File: config.mk
export PLATFORM = sky130hd
export DESIGN_NAME = pixel_clip_fifo
export DESIGN_NICKNAME = d
export VERILOG_FILES = /design/src/rtl/pixel_pkg.sv /design/src/rtl/pixel_clip_fifo_sync_fifo.sv /design/src/rtl/pixel_clip_fifo.sv
export SDC_FILE = /design/constraint.sdc
export NUM_CORES = 1
export LEC_CHECK = 0
export ABC_CLOCK_PERIOD_IN_PS = 12400
export BUFFER_PORTS_ARGS = -buffer_cell sky130_fd_sc_hd__buf_2
export CORE_ASPECT_RATIO = 0.7
export CORE_MARGIN = 4
export CORE_UTILIZATION = 25
export CTS_CLUSTER_DIAMETER = 50
export DETAILED_ROUTE_END_ITERATION = 7
export GPL_TIMING_DRIVEN = 0
export SETUP_SLACK_MARGIN = 0.4
export SLEW_MARGIN = 30
export SYNTH_ARGS = -nofsm -noshare
export SYNTH_HDL_FRONTEND = slang
export SYNTH_SLANG_ARGS = --single-unit
File: constraint.sdc
create_clock -name clk -period 12.4 [get_ports clk]
set_input_delay 2.48 -clock clk [delete_from_list [all_inputs] [get_ports clk]]
set_output_delay 2.48 -clock clk [all_outputs]
set_load 0.02 [all_outputs]
File: src/rtl/pixel_pkg.sv
// Shared types for the pixel clip/buffer stage.
//   pixel_t       : one plotted pixel (x, y, colour)
//   drain_state_t : done re-timing FSM states
package pixel_pkg;
   typedef struct packed {
      logic [7:0] x;
      logic [6:0] y;
      logic [2:0] colour;
   } pixel_t;

   localparam int SCREEN_W_DEF = 160;
   localparam int SCREEN_H_DEF = 120;
   localparam int PIX_W        = $bits(pixel_t);

   typedef enum logic [1:0] {IDLE, RUN, FLUSH, DONE} drain_state_t;
endpackage

File: src/rtl/pixel_clip_fifo_sync_fifo.sv
// First-word-fall-through FIFO with a registered head output.
//   clk, rst  : clock, async active-high reset
//   i_push    : write i_wdata (ignored when full)
//   i_pop     : consume head (ignored when empty)
//   o_rdata   : registered head entry, valid while !o_empty
//   o_full    : DEPTH entries held
//   o_empty   : no entries held
module sync_fifo #(
   parameter int WIDTH = 18,
   parameter int DEPTH = 16
) (
   input  logic             clk,
   input  logic             rst,
   input  logic             i_push,
   input  logic [WIDTH-1:0] i_wdata,
   input  logic             i_pop,
   output logic [WIDTH-1:0] o_rdata,
   output logic             o_full,
   output logic             o_empty
);
   localparam int AW = $clog2(DEPTH);

   logic [WIDTH-1:0] r_mem [DEPTH];
   logic [AW-1:0]    r_wptr, r_rptr;
   logic [AW:0]      r_count;
   logic [WIDTH-1:0] r_head;

   logic             w_push, w_pop;
   logic [AW-1:0]    w_rptr_nxt;
   logic [AW:0]      w_count_nxt;

   assign o_full      = (r_count == (AW+1)'(DEPTH));
   assign o_empty     = (r_count == '0);
   assign w_push      = i_push && !o_full;
   assign w_pop       = i_pop && !o_empty;
   assign w_rptr_nxt  = r_rptr + AW'(w_pop);
   assign w_count_nxt = r_count + (AW+1)'(w_push) - (AW+1)'(w_pop);
   assign o_rdata     = r_head;

   always_ff @(posedge clk) begin
      if (w_push) r_mem[r_wptr] <= i_wdata;
   end

   always_ff @(posedge clk or posedge rst) begin
      if (rst) begin
         r_wptr  <= '0;
         r_rptr  <= '0;
         r_count <= '0;
         r_head  <= '0;
      end else begin
         r_wptr  <= r_wptr + AW'(w_push);
         r_rptr  <= w_rptr_nxt;
         r_count <= w_count_nxt;
         // Preload the next head; a write landing on the new head slot
         // (FIFO empty after this pop) bypasses the memory.
         if (w_count_nxt != '0)
            r_head <= (w_push && (r_wptr == w_rptr_nxt)) ? i_wdata : r_mem[w_rptr_nxt];
      end
   end
endmodule

File: src/rtl/pixel_clip_fifo.sv
// Clips off-screen pixels, buffers the rest, and re-times the engine's
// done level so o_drained means "every accepted pixel has left".
//   clk, rst              : clock, async active-high reset
//   i_in_valid/o_in_ready : pixel input handshake (i_in_x/y/colour)
//   i_in_done             : engine finished level
//   o_out_valid/i_out_ready : pixel output handshake (o_out_x/y/colour)
//   o_drained             : done towards LEDR[0]
//   o_clip_count          : saturating count of discarded pixels
module pixel_clip_fifo
   import pixel_pkg::*;
#(
   parameter int DEPTH    = 16,
   parameter int SCREEN_W = SCREEN_W_DEF,
   parameter int SCREEN_H = SCREEN_H_DEF
) (
   input  logic        clk,
   input  logic        rst,
   input  logic        i_in_valid,
   output logic        o_in_ready,
   input  logic [7:0]  i_in_x,
   input  logic [6:0]  i_in_y,
   input  logic [2:0]  i_in_colour,
   input  logic        i_in_done,
   output logic        o_out_valid,
   input  logic        i_out_ready,
   output logic [7:0]  o_out_x,
   output logic [6:0]  o_out_y,
   output logic [2:0]  o_out_colour,
   output logic        o_drained,
   output logic [15:0] o_clip_count
);
   drain_state_t r_state, w_state_nxt;
   logic         r_done_q;
   logic [15:0]  r_clip_count;

   pixel_t w_wdata, w_head;
   logic   w_full, w_empty, w_accept, w_clip, w_leave_done;

   assign w_wdata      = '{x: i_in_x, y: i_in_y, colour: i_in_colour};
   assign o_in_ready   = !rst && !w_full;
   assign w_accept     = i_in_valid && o_in_ready;
   assign w_clip       = (32'(i_in_x) >= SCREEN_W) || (32'(i_in_y) >= SCREEN_H);
   assign w_leave_done = (r_state == DONE) && !i_in_done;

   sync_fifo #(.WIDTH(PIX_W), .DEPTH(DEPTH)) u_fifo (
      .clk     (clk),
      .rst     (rst),
      .i_push  (w_accept && !w_clip),
      .i_wdata (w_wdata),
      .i_pop   (i_out_ready),
      .o_rdata (w_head),
      .o_full  (w_full),
      .o_empty (w_empty)
   );

   assign o_out_valid  = !w_empty;
   assign o_out_x      = w_head.x;
   assign o_out_y      = w_head.y;
   assign o_out_colour = w_head.colour;
   assign o_clip_count = r_clip_count;
   // In FLUSH the buffer-empty condition is already visible, so drained
   // goes high in the same cycle the FSM decides to enter DONE.
   assign o_drained    = (r_state == DONE) || ((r_state == FLUSH) && i_in_done && w_empty);

   always_comb begin
      w_state_nxt = r_state;
      case (r_state)
         IDLE:  if (w_accept || (i_in_done && !r_done_q)) w_state_nxt = RUN;
         RUN:   if (i_in_done) w_state_nxt = FLUSH;
         FLUSH: begin
            if (!i_in_done)   w_state_nxt = IDLE;
            else if (w_empty) w_state_nxt = DONE;
         end
         DONE: begin
            if (!i_in_done)    w_state_nxt = IDLE;
            else if (w_accept) w_state_nxt = FLUSH;
         end
         default: w_state_nxt = IDLE;
      endcase
   end

   always_ff @(posedge clk or posedge rst) begin
      if (rst) begin
         r_state      <= IDLE;
         r_done_q     <= 1'b0;
         r_clip_count <= '0;
      end else begin
         r_state  <= w_state_nxt;
         r_done_q <= i_in_done;
         // Leaving DONE starts a new run, which outranks a same-cycle clip.
         if (w_leave_done)
            r_clip_count <= '0;
         else if (w_accept && w_clip && (r_clip_count != 16'hFFFF))
            r_clip_count <= r_clip_count + 16'd1;
      end
   end
endmodule
## After elaboration in Yosys (flattened, before gate mapping)

Memories as Yosys holds them, arrays and structs flattened. A register that Yosys moved wholly into a read port is not among the register bits.
Index checks and enable logic that the tools add are counted.

| cells by class | value |
|---|---|
| $add $sub $neg | 5 |
| $mul | 0 |
| divide/modulo/power cells | 0 |
| order comparisons | 2 |
| equality and inequality tests | 9 |
| shifts and indexed selects | 0 |
| mux-type cells | 11 |
| bitwise logic cells | 0 |
| reductions and logical operators | 25 |

Operator list:

| operator | number |
|---|---|
| $mux W16 | 2 |
| $add A16 B1 Y16 const B | 1 |
| $ne A16 B16 Y1 const B | 1 |
| $mux W2 | 6 |
| $logic_and A1 B1 Y1 | 11 |
| $add A4 B1 Y4 | 2 |
| $ge A8 B8 Y1 const B | 1 |
| $pmux W2 S4 | 1 |
| $ge A7 B7 Y1 const B | 1 |
| $logic_not A1 Y1 | 6 |
| $add A5 B1 Y5 | 1 |
| $eq A5 B5 Y1 const B | 1 |
| $logic_not A5 Y1 | 1 |
| $reduce_bool A5 Y1 | 1 |
| $sub A5 B1 Y5 | 1 |
| $eq A2 B2 Y1 const B | 2 |
| $ne A2 B2 Y1 const B | 2 |
| $reduce_and A4 Y1 | 1 |
| $logic_or A1 B1 Y1 | 3 |
| $ne A3 B2 Y1 const B | 1 |
| $ne A3 B3 Y1 const B | 1 |
| $eq A2 B1 Y1 const B | 1 |
| $logic_not A2 Y1 | 1 |
| $mux W1 | 2 |
| $reduce_bool A2 Y1 | 1 |

| word-level totals | value |
|---|---|
| register bits after elaboration | 32 |
| latch bits | 0 |
| bits in writable memories | 288 |
| bits in read-only memories | 0 |
| input port bits | 23 |
| output and inout bits | 37 |
| memories | 1 |

Memories:

| name | words | bits a word | rd ports | clocked after Yosys merged registers in | wr ports | line | RTL |
|---|---|---|---|---|---|---|---|
| u_fifo.r_mem | 16 | 18 | 1 | 1 | 1 | pixel_clip_fifo_sync_fifo.sv:23 | `logic [WIDTH-1:0] r_mem [DEPTH];` |

## Logic depth before layout (Yosys ltp)

Gate-level depths: netlist of run 1.

| logic depth | value |
|---|---|
| word-level depth | 9 |
| gate-level depth with buffers | 15 |
| gate-level depth less buffers | 13 |

## Cells and area by module

A second synthesis of run 1 with hierarchy kept.

| second synthesis, totals | value |
|---|---|
| cell total of the unflattened synthesis | 1149 |
| area, all modules | 15108.2 sq um |

Modules (own cells, without submodules):

| module | times used | cells an instance | area each (sq um) |
|---|---|---|---|
| sync_fifo | 1 | 1020 | 13949.6 |
| pixel_clip_fifo | 1 | 129 | 1158.6 |

## Worst setup path after synthesis of run 1

No wires, ideal clock.

| timing path | value |
|---|---|
| kind | input to register |
| from | in rst |
| to | reg u_fifo.r_head[0] (netlist: u_fifo.o_rdata[0]), read port of u_fifo.r_mem |
| library setup time | 126 ps |
| arrival | 5278 ps |
| required time | 12274 ps |
| slack | 6996 ps |
| stages on the path | 10 |
| path through | nand2b_1 -> and4bb_1 -> ha_1 -> fa_1 -> or3_1 -> a211o_1 -> a211oi_4 -> clkbuf_1 -> nor4_1 -> a221o_1 |

| between the ends | value |
|---|---|
| cells in the longest elaborated chain, start to end | 8 |

Ends and longest elaborated chain:

| item | line | RTL |
|---|---|---|
| start: declaration | pixel_clip_fifo.sv:17 | `input logic rst,` |
| $logic_not A1 Y1 (no source line) | n/a |  |
| $logic_and A1 B1 Y1 | pixel_clip_fifo.sv:40 | `assign o_in_ready = !rst && !w_full;` |
| $logic_and A1 B1 Y1 | pixel_clip_fifo.sv:41 | `assign w_accept = i_in_valid && o_in_ready;` |
| $logic_and A1 B1 Y1 | pixel_clip_fifo.sv:48 | `.i_push (w_accept && !w_clip),` |
| $logic_and A1 B1 Y1 | pixel_clip_fifo_sync_fifo.sv:34 | `assign w_push = i_push && !o_full;` |
| $add A5 B1 Y5 | pixel_clip_fifo_sync_fifo.sv:37 | `assign w_count_nxt = r_count + (AW+1)'(w_push) - (AW+1)'(w_pop);` |
| $sub A5 B1 Y5 | pixel_clip_fifo_sync_fifo.sv:37 |  |
| named net u_fifo.w_count_nxt[1] | pixel_clip_fifo_sync_fifo.sv:30 | `logic [AW:0] w_count_nxt;` |
| $reduce_bool A5 Y1 | pixel_clip_fifo_sync_fifo.sv:56 | `if (w_count_nxt != '0)` |
| end: declaration | pixel_clip_fifo_sync_fifo.sv:26 | `logic [WIDTH-1:0] r_head;` |

The timed path passes the listed nets, and every way through them passes these cells.
A chain may end at the register's enable or synchronous reset.

## Worst setup path after layout of run 1

| timing path | value |
|---|---|
| from | in i_in_y[4] |
| to | reg u_fifo.r_head[0] (netlist: u_fifo.o_rdata[0]), read port of u_fifo.r_mem |

| between the ends | value |
|---|---|
| cells in the longest elaborated chain, start to end | 8 |

Ends and longest elaborated chain:

| item | line | RTL |
|---|---|---|
| start: declaration | pixel_clip_fifo.sv:21 | `input logic [6:0] i_in_y,` |
| $ge A7 B7 Y1 | pixel_clip_fifo.sv:42 | `assign w_clip = (32'(i_in_x) >= SCREEN_W) \|\| (32'(i_in_y) >= SCREEN_H);` |
| $logic_or A1 B1 Y1 | pixel_clip_fifo.sv:42 |  |
| $logic_not A1 Y1 | pixel_clip_fifo.sv:48 |  |
| $logic_and A1 B1 Y1 | pixel_clip_fifo.sv:48 |  |
| $logic_and A1 B1 Y1 | pixel_clip_fifo_sync_fifo.sv:34 |  |
| $add A5 B1 Y5 | pixel_clip_fifo_sync_fifo.sv:37 |  |
| $sub A5 B1 Y5 | pixel_clip_fifo_sync_fifo.sv:37 |  |
| named net u_fifo.w_count_nxt[1] | pixel_clip_fifo_sync_fifo.sv:30 |  |
| $reduce_bool A5 Y1 | pixel_clip_fifo_sync_fifo.sv:56 |  |

The timed path passes the listed nets, and every way through them passes these cells.

==> flow_summary.ini, run 1 <==
[drt]
wl_per_cell_um = 20.3
first_pass_iters = 5
drcViolationCount = 0
via_per_inst = 4.60
wirelength_um = 32700
first_iter_violations = 758
vias = 7401
ant_nets = 0

[cts]
clk_pin_slew_worst_paths_ps = 60
post_cts_resized = 0
clock-sinks = 338
root_buffer = clkbuf_16
h-tree-depth = 2
cts_tree = built
worst_skew_pair.late_latency_ps = 530
cts_hold_buf = 0
postCtsSetupBuffers = 0
clock_tree.buffer_depth = 3
cts_made_buffers = 35

[min_path]
hold_class = register to register
hold_end = u_fifo.o_rdata[2]
hold_start = u_fifo.o_rdata[2]
worstHoldPathCells = 1

[synth]
synth_flop_cell = edfxtp_1
yosysWarnings = 0
synth_enable_flop_cells = 288
ys_seq_area_share_pct = 72.8
synth_commonest_cells = edfxtp_1, mux4_2, dfrtp_1, nand2_1, nor2_1
ys_types = 47
synthCells = 738
mappedNetlistArea_sq_um = 13600
synth.area.top_cells = edfxtp_1, mux4_2, dfrtp_1
syn-num-nets = 773
netlist.area_leader.share_pct = 63.6
synthSimpleGateAreaFrac_pct = 6.86
avgSynthCellArea_sq_um = 18.4
synthArstFlopShare_pct = 14.8
yosys.area_share.adder_pct = 1.16
synth_top_family_by_area = multiplexers
synth.mux.area_fraction_pct = 12.1
post-synth-top-area-cell = edfxtp_1
synth_seq_cells = 338
post-synth-top-count-cell = edfxtp_1
synth-compound-area-share_pct = 3.88
synthXorXnorAreaFrac_pct = 1.58

[die]
rows = 71
ios = 60
die_w_um = 287
start_util_pct = 25.3
die_area_sq_um = 58200
core_sq_um = 53700
die_y_um = 203

[run_status]
status = finished, final reports clean

[sta]
slew_violations = 0
post-route-min-period_ps = 6330
fin_crit_sh_pct = 51.1
hold_viol = 0
fin_skew_ps = 27.7
grt_setup_unrepaired = false
tns_ps = 0
worst_slew_pin_slew_ps = 883
setup_viol = 0
hold_slack_ps = 517
slew_headroom_pct = 40.6
clock.fmax_ghz = 0.158

[setup_path]
cp_data_arrival_time_ps = 6750
startpoint_type = primary input
startpoint = i_in_y[4]
r2r-start = u_fifo.r_count[3]
crit_required_ps = 12820
criticalPathCategory = primary input to register
reg2reg_depth = 14
r2r_end = u_fifo.o_rdata[0]
worst-path-max-fanout = 18
crit_path_end_kind = register
worst-r2r-setup-slack_ps = 7480

[placement]
portBuffers = 59
hpwlAfterDp_um = 22300
placedCellCount = 1546
gp_congestion = 0.757

[power_and_ir_drop]
p_total_uw = 3870
powerDensity_nw_per_um2 = 236
leakage_uw = 0.00552
ir_drop_mv = 0.139

[layout]
drive_gt1_share_pct = 27.4
nNetsFinal = 888
regArea_sq_um = 9900
nFillCells = 5228
area_growth_pct = 20.5
multi_input_area_sq_um = 3590
stdcell_count = 1610

[global_routing]
track_usage_pct = 11.2
grt_pass1_wl_um = 49100
first_global_vias = 7460
antenna_found_initial = 2
grt_max_degree = 31
grt_overflow_total = 0

[job]
max_cap_viol_count = 0
==> critical path: stages <==
cell and delay [ps]:
buf_2 320, nand4_1 360, and4bb_1 460, ha_1 270
fa_1 490, or3_1 370, a211o_1 310, a211oi_4 540
clkbuf_1 560, nor4_1 260, a221o_1 310
==> cell families after synthesis <==
| kind of cell | Yosys count |
|---|---|
| AOI/OAI and AO/OA | 66 |
| xor gates and xnor gates | 22 |
| buffers and inverters | 52 |
| and+or+nand+nor | 174 |
| muxes | 74 |
| DFF | 338 |
| adders and majority gates | 12 |
==> per-stage QoR <==
step | utilization [%] | area (sq um) | worst slack [ps]
after detailed placement | 28.3 | 15200 | 5570
after global placement | 27.5 | 14800 | 5270
final | 30.5 | 16400 | 6070
after global routing | 30.5 | 16400 | 5830
after floorplan | - | 13600 | 7000
after CTS | 30.5 | 16400 | 6120
==> worst max path at each step <==
| stage | to | slack, ps |
|---|---|---|
| after floorplan | u_fifo.o_rdata[0] | 7000 |
| after global placement | u_fifo.r_mem[0][5] | 5270 |
| after detailed placement | u_fifo.o_rdata[0] | 5570 |
| after CTS | u_fifo.o_rdata[0] | 6120 |
| after global routing | u_fifo.o_rdata[0] | 5830 |
| final | u_fifo.o_rdata[0] | 6070 |
==> layout by cell type, fill, tap and decap left out, drive strengths merged, types with 5 or more instances in the layout <==
| master | count |
|---|---|
| edfxtp | 288 |
| buf | 91 |
| mux4 | 72 |
| clkbuf | 68 |
| dfrtp | 50 |
| nand2 | 43 |
| nor2 | 30 |
| and3 | 21 |
| a211oi | 21 |
| and2 | 19 |
| nor4 | 18 |
| a221o | 18 |
| xor2 | 15 |
| inv | 15 |
| clkinv | 13 |
| ha | 11 |
| o211ai | 7 |
| nand3 | 6 |
| a21oi | 6 |
| xnor2 | 6 |
| o21ai | 6 |
| nor2b | 5 |
| nor3 | 5 |
==> per-layer routing <==
layer	vias to the layer above	global-route usage (%)	share of wire, %
met4	0	2.22	1.6
met3	42	2.81	7.3
met1	3898	17.1	48
met2	246	16.2	43
li1	3215	-	-
met5	-	0	0
==> power by group <==
group	internal [uW]	switching (uW)	total (uW)
sequential	1330	61.1	1390
combinational	615	803	1420
clock	616	446	1060
total	2560	1310	3870
==> final cells by class <==
cell class                 instances  area share, %
inverter                          12          0.290
antenna                            2         0.0305
sequential                       338           60.4
multi-input combinational        348           21.9
clock inverter                    21           1.28
timing repair buffer              78           3.63
tap                              730           5.57
clock buffer                      41           5.80
buffer                            40           1.05
==> flip-flops by register name, summed over array words and instances (netlist names) <==
| signal | flops |
|---|---|
| r_state | 2 |
| u_fifo.r_mem | 288 |
| u_fifo.r_wptr | 4 |
| u_fifo.r_count | 5 |
| u_fifo.o_rdata | 18 |
| o_clip_count | 16 |
| u_fifo.r_rptr | 4 |
| r_done_q | 1 |
Power figures use the tool's default switching activity.
==> run 2, diff against run 1 <==
--- a/config.mk
+++ b/config.mk
@@ -5,7 +5,8 @@
 export SDC_FILE = /design/constraint.sdc
 export NUM_CORES = 1
 export LEC_CHECK = 0
-export ABC_CLOCK_PERIOD_IN_PS = 12400
+export ABC_AREA = 1
+export ABC_CLOCK_PERIOD_IN_PS = 5900
 export BUFFER_PORTS_ARGS = -buffer_cell sky130_fd_sc_hd__buf_2
 export CORE_ASPECT_RATIO = 0.7
 export CORE_MARGIN = 4
==> constraint.sdc (replaced) <==
create_clock -name clk -period 5.9 [get_ports clk]
set_input_delay 1.18 -clock clk [delete_from_list [all_inputs] [get_ports clk]]
set_output_delay 1.18 -clock clk [all_outputs]
set_load 0.02 [all_outputs]
==> flow_summary.ini, run 2 <==
[placement]
hpwlAfterDp_um = 28800
portBuffers = 59
placedCellCount = 2322
gp_congestion = 0.876

[setup_path]
r2r_end = u_fifo.o_rdata[4]
worst-r2r-setup-slack_ps = 2370
worst-path-max-fanout = 42
r2r-start = u_fifo.r_count[3]
crit_path_end_kind = register
cp_data_arrival_time_ps = 4200
criticalPathCategory = primary input to register
startpoint_type = primary input
crit_required_ps = 6310
reg2reg_depth = 16

[layout]
mostFrequentLayoutCells = nand2_1, edfxtp_1, nand3_1
largest_reg_flops = 288
drive_gt1_share_pct = 13.0
utilization_pct = 29.9
mostFrequentLayoutCell = nand2_1
top_register = u_fifo.r_mem
stdcell_count = 2385
multi_input_area_sq_um = 4390
nFillCells = 6090
regArea_sq_um = 9900
area_growth_pct = 17.4
nNetsFinal = 1596

[min_path]
hold_start = u_fifo.o_rdata[6]
hold_class = register to register
hold_end = u_fifo.o_rdata[6]
worstHoldPathCells = 2

[synth]
post-synth-top-count-cell = nand2_1
synth_enable_flop_cells = 288
synth_commonest_cells = nand2_1, edfxtp_1, nand3_1, inv_1, dfrtp_1
mappedNetlistArea_sq_um = 15000
ys_seq_area_share_pct = 66.0
synthArstFlopShare_pct = 14.8
netlist.area_leader.share_pct = 57.7
synth.area.top_cells = edfxtp_1, nand2_1, dfrtp_1
syn-num-nets = 1498
post-synth-top-area-cell = edfxtp_1
synth_flop_cell = edfxtp_1
synthCells = 1463
synth_seq_cells = 338
ys_types = 36
avgSynthCellArea_sq_um = 10.2
yosysWarnings = 0

[cts]
post_cts_resized = 0
clock-sinks = 338
clock_tree.buffer_depth = 3
worst_skew_pair.late_latency_ps = 530
root_buffer = clkbuf_16
cts_made_buffers = 35
cts_hold_buf = 0
cts_tree = built
h-tree-depth = 2
clk_pin_slew_worst_paths_ps = 60
postCtsSetupBuffers = 0

[drt]
drcViolationCount = 0
wirelength_um = 42400
first_iter_violations = 1235
first_pass_iters = 7
wl_per_cell_um = 17.8
via_per_inst = 4.50
vias = 10700
ant_nets = 0

[power_and_ir_drop]
power_frac_seq_pct = 32.1
powerDensity_nw_per_um2 = 519
ir_drop_mv = 0.219
leakage_uw = 0.00729
p_sw_share_pct = 43.0
switchingPower_uw = 3930
p_comb_share_pct = 43.5
p_int_uw = 5200
pwr-share-clk_pct = 24.4

[sta]
post-route-min-period_ps = 3800
worst_slew_pin_slew_ps = 777
slew_violations = 0
hold_slack_ps = 475
setup_viol = 0
tns_ps = 0
grt_setup_unrepaired = false
fin_skew_ps = 9.61
clock.fmax_ghz = 0.263
fin_crit_sh_pct = 64.4
hold_viol = 0
slew_headroom_pct = 48.2

[global_routing]
grt_overflow_total = 0
grt_pass1_wl_um = 63400
antenna_found_initial = 1
track_usage_pct = 13.1
grt_max_degree = 43
first_global_vias = 10200

[die]
die_area_sq_um = 64000
start_util_pct = 25.5
core_sq_um = 58900
die_y_um = 213
rows = 74
die_w_um = 301
ios = 60

[job]
max_cap_viol_count = 0

[run_status]
status = finished, final reports clean
## run 2: cell types whose count changed after synthesis, sizes merged, moves of 5 or more
| cell | delta |
|---|---|
| nand3 | +220 |
| and2 | -19 |
| and3 | -21 |
| nand2 | +549 |
| nor4 | -18 |
| nand4 | +19 |
| buf | +31 |
| clkbuf | -5 |
| o211ai | -7 |
| nand3b | +6 |
| a211oi | -21 |
| inv | +115 |
| a221o | -18 |
| mux4 | -72 |
## run 2: kinds of logic after synthesis
| logic type | Yosys count | synth area share, % |
|---|---|---|
| xor gates and xnor gates | 21 | 1.28 |
| DFF | 338 | 66.0 |
| AOI/OAI and AO/OA | 13 | 0.459 |
| adders and majority gates | 12 | 1.05 |
| buffers and inverters | 193 | 5.47 |
| and+or+nand+nor | 886 | 25.7 |
## run 2: power groups by stage
stage	combinational, uW	clock (uW)	sequential (uW)
after floorplan	2430	0	3040
after global placement	3770	0	2970
after detailed placement	3880	0	2980
after CTS	3910	2270	2930
after global routing	4350	2380	2950
final	3970	2230	2930
## run 2: worst max-delay path by stage
stage,to,cells after the start,slack (ps),startpoint
floorplan,u_fifo.o_rdata[0],12,1300,rst
global placement,u_fifo.r_mem[15][0],7,-310,rst
detailed placement,u_fifo.o_rdata[7],14,1500,rst
CTS,u_fifo.o_rdata[7],14,2060,rst
global route,u_fifo.o_rdata[6],14,1840,rst
finish,u_fifo.o_rdata[8],13,2100,rst
## run 2: cell type report
| class | count | share of cell area (%) |
|---|---|---|
| Sequential cell | 338 | 56.3 |
| Timing Repair Buffer | 61 | 1.92 |
| Buffer | 66 | 1.89 |
| Antenna cell | 1 | 0.0142 |
| Multi-Input combinational cell | 932 | 24.9 |
| Tap cell | 798 | 5.67 |
| Inverter | 127 | 2.78 |
| Clock inverter | 18 | 1.05 |
| Clock buffer | 44 | 5.47 |
## run 2: routing by layer
layer	track usage (%)	part of all wire (%)	vias to the layer above
li1	-	-	5062
met1	19.5	46	5134
met2	18.9	42	471
met3	3.58	9.8	62
met4	3.19	1.9	0
met5	0	0	-
## run 2: worst max-delay path: stages
cell and delay, ps:
buf_2 110, inv_4 140, buf_16 250, nand3_1 240, nor2_4 260, buf_2 270
ha_1 230, fa_1 450, nor3_1 370, nand3_4 240, buf_6 210, nand3_1 150
nand2_1 70
## run 2: per-stage QoR
step / setup WS, ps / power (uW) / cell area (sq um)
floorplan: 1300 / 5470 / 15000
global placement: -311 / 6740 / 16300
detailed placement: 1500 / 6860 / 16400
CTS: 2060 / 9110 / 17600
global route: 1840 / 9670 / 17600
finish: 2100 / 9130 / 17600
==> run 3, diff against run 2 <==
--- a/config.mk
+++ b/config.mk
@@ -6,7 +6,7 @@
 export NUM_CORES = 1
 export LEC_CHECK = 0
 export ABC_AREA = 1
-export ABC_CLOCK_PERIOD_IN_PS = 5900
+export ABC_CLOCK_PERIOD_IN_PS = 3290
 export BUFFER_PORTS_ARGS = -buffer_cell sky130_fd_sc_hd__buf_2
 export CORE_ASPECT_RATIO = 0.7
 export CORE_MARGIN = 4
==> constraint.sdc (replaced) <==
create_clock -name clk -period 3.29 [get_ports clk]
set_input_delay 0.658 -clock clk [delete_from_list [all_inputs] [get_ports clk]]
set_output_delay 0.658 -clock clk [all_outputs]
set_load 0.02 [all_outputs]
==> flow_summary.ini, run 3 (synthesized netlist as in run 2, its figures left out) <==
[cts]
cts_hold_buf = 0
clk_pin_slew_worst_paths_ps = 60
cts_tree = built
h-tree-depth = 2
root_buffer = clkbuf_16
clock-sinks = 338
worst_skew_pair.late_latency_ps = 530
clock_tree.buffer_depth = 3
cts_made_buffers = 35

[drt]
ant_nets = 0
via_per_inst = 4.56
drcViolationCount = 0
wl_per_cell_um = 17.6
vias = 10900
first_pass_iters = 5
first_iter_violations = 1279
wirelength_um = 42200

[setup_path]
worst-path-max-fanout = 10
r2r-start = u_fifo.r_count[3]
criticalPathCategory = register to register
startpoint_type = register
crit_path_end_kind = register
crit_required_ps = 3750
cp_data_arrival_time_ps = 3290
startpoint = u_fifo.r_count[3]

[sta]
fin_crit_sh_pct = 86.0
slew_violations = 0
hold_slack_ps = 139
worst_slew_pin_slew_ps = 742
setup_ws_ps = 460
slew_headroom_pct = 50.4
grt_setup_unrepaired = true
post-route-min-period_ps = 2830
setup_viol = 0
hold_viol = 0
clock.fmax_ghz = 0.353
fin_skew_ps = 13.3

[global_routing]
grt_pass1_wl_um = 62700
antenna_found_initial = 1
grt_max_degree = 27
grt_overflow_total = 0
first_global_vias = 10200
track_usage_pct = 12.9

[min_path]
hold_class = primary input to async pin

[layout]
nFillCells = 5992
largest_reg_flops = 288
area_growth_pct = 20.0
mostFrequentLayoutCells = nand2_1, edfxtp_1, nand3_1
drive_gt1_share_pct = 17.1
mostFrequentLayoutCell = nand2_1
diodes = 0
nNetsFinal = 1610
top_register = u_fifo.r_mem

[power_and_ir_drop]
powerDensity_nw_per_um2 = 936
switchingPower_uw = 7200
leakage_uw = 0.00746
pwr-share-clk_pct = 23.2
power_frac_seq_pct = 31.3
ir_drop_mv = 0.391
p_comb_share_pct = 45.5
p_int_uw = 9640
p_sw_share_pct = 42.8

[die]
start_util_pct = 25.5
rows = 74
die_w_um = 301
core_sq_um = 58900
die_area_sq_um = 64000
die_y_um = 213
ios = 60

[placement]
post-place-ws_ps = -214
hpwlAfterDp_um = 28500
gp_congestion = 0.908
portBuffers = 59

[job]
max_cap_viol_count = 0

[run_status]
status = finished, final reports clean
run 3: worst max-delay path, stage by stage (launching register included):
cell,delay (ps)
dfrtp_1,390
inv_2,80
ha_4,140
nand3b_1,100
nand2_1,100
inv_2,70
ha_1,240
ha_1,350
buf_6,180
inv_4,170
clkbuf_4,280
nand2_1,80
nand3_1,120
nand3_1,190
nand3_2,140
nand3_2,70
nand2_1,60
run 3: worst paths after layout:
path / to / slack (ps) / cells after the start
min in group clk: r_done_q / 310 / 1
max: u_fifo.o_rdata[16] / 460 / 16
min reg2reg: u_fifo.o_rdata[3] / 480 / 2
min: o_clip_count[3] / 140 / 3
max reg2reg: u_fifo.o_rdata[16] / 460 / 16
max in group asynchronous: u_fifo.r_count[4] / 2750 / 4
run 3: cell type report:
cell class,count,area [sq um],share of cell area [%]
Buffer,66,422,2.34
Clock buffer,44,952,5.29
Clock inverter,19,159,0.883
Inverter,127,498,2.77
Multi-Input combinational cell,933,4590,25.5
Sequential cell,338,9900,55.0
Tap cell,798,998,5.55
Timing Repair Buffer,74,482,2.68
run 3: per-stage QoR:
| stage | utilization [%] | TNS, ps | total power [uW] | cells | instance area (sq um) |
|---|---|---|---|---|---|
| global route | 30.6 | 0 | 17900 | 2399 | 18000 |
| global placement | 27.8 | -135680 | 12100 | 2320 | 16400 |
| CTS | 30.2 | 0 | 16500 | 2394 | 17800 |
| detailed placement | 28.0 | -9850 | 12300 | 2322 | 16500 |
| finish | 30.6 | 0 | 16800 | 2399 | 18000 |
| floorplan | - | -1420 | 9870 | 1463 | 15100 |
run 3: timing repair:
item | in CTS | in global routing
gates resized for setup | 29 | 71
endpoints found under the setup margin | 54 | 66
pin swaps | 6 | 21
gates cloned | 2 | 1
buffers inserted | 7 | 4
run 3: power by group through the flow:
stage,sequential (uW),combinational (uW),clock [uW]
global route,5300,8400,4180
detailed placement,5340,6930,0
finish,5270,7670,3910
global placement,5320,6780,0
floorplan,5460,4410,0
CTS,5250,7250,3960
run 3: layer usage:
metal | vias up | wire, um | GRT usage, %
li1 | 5092 | - | -
met1 | 5316 | 20100 | 20.1
met2 | 476 | 17300 | 18.3
met3 | 61 | 4040 | 2.58
met4 | 0 | 796 | 2.96
met5 | - | 0 | 0
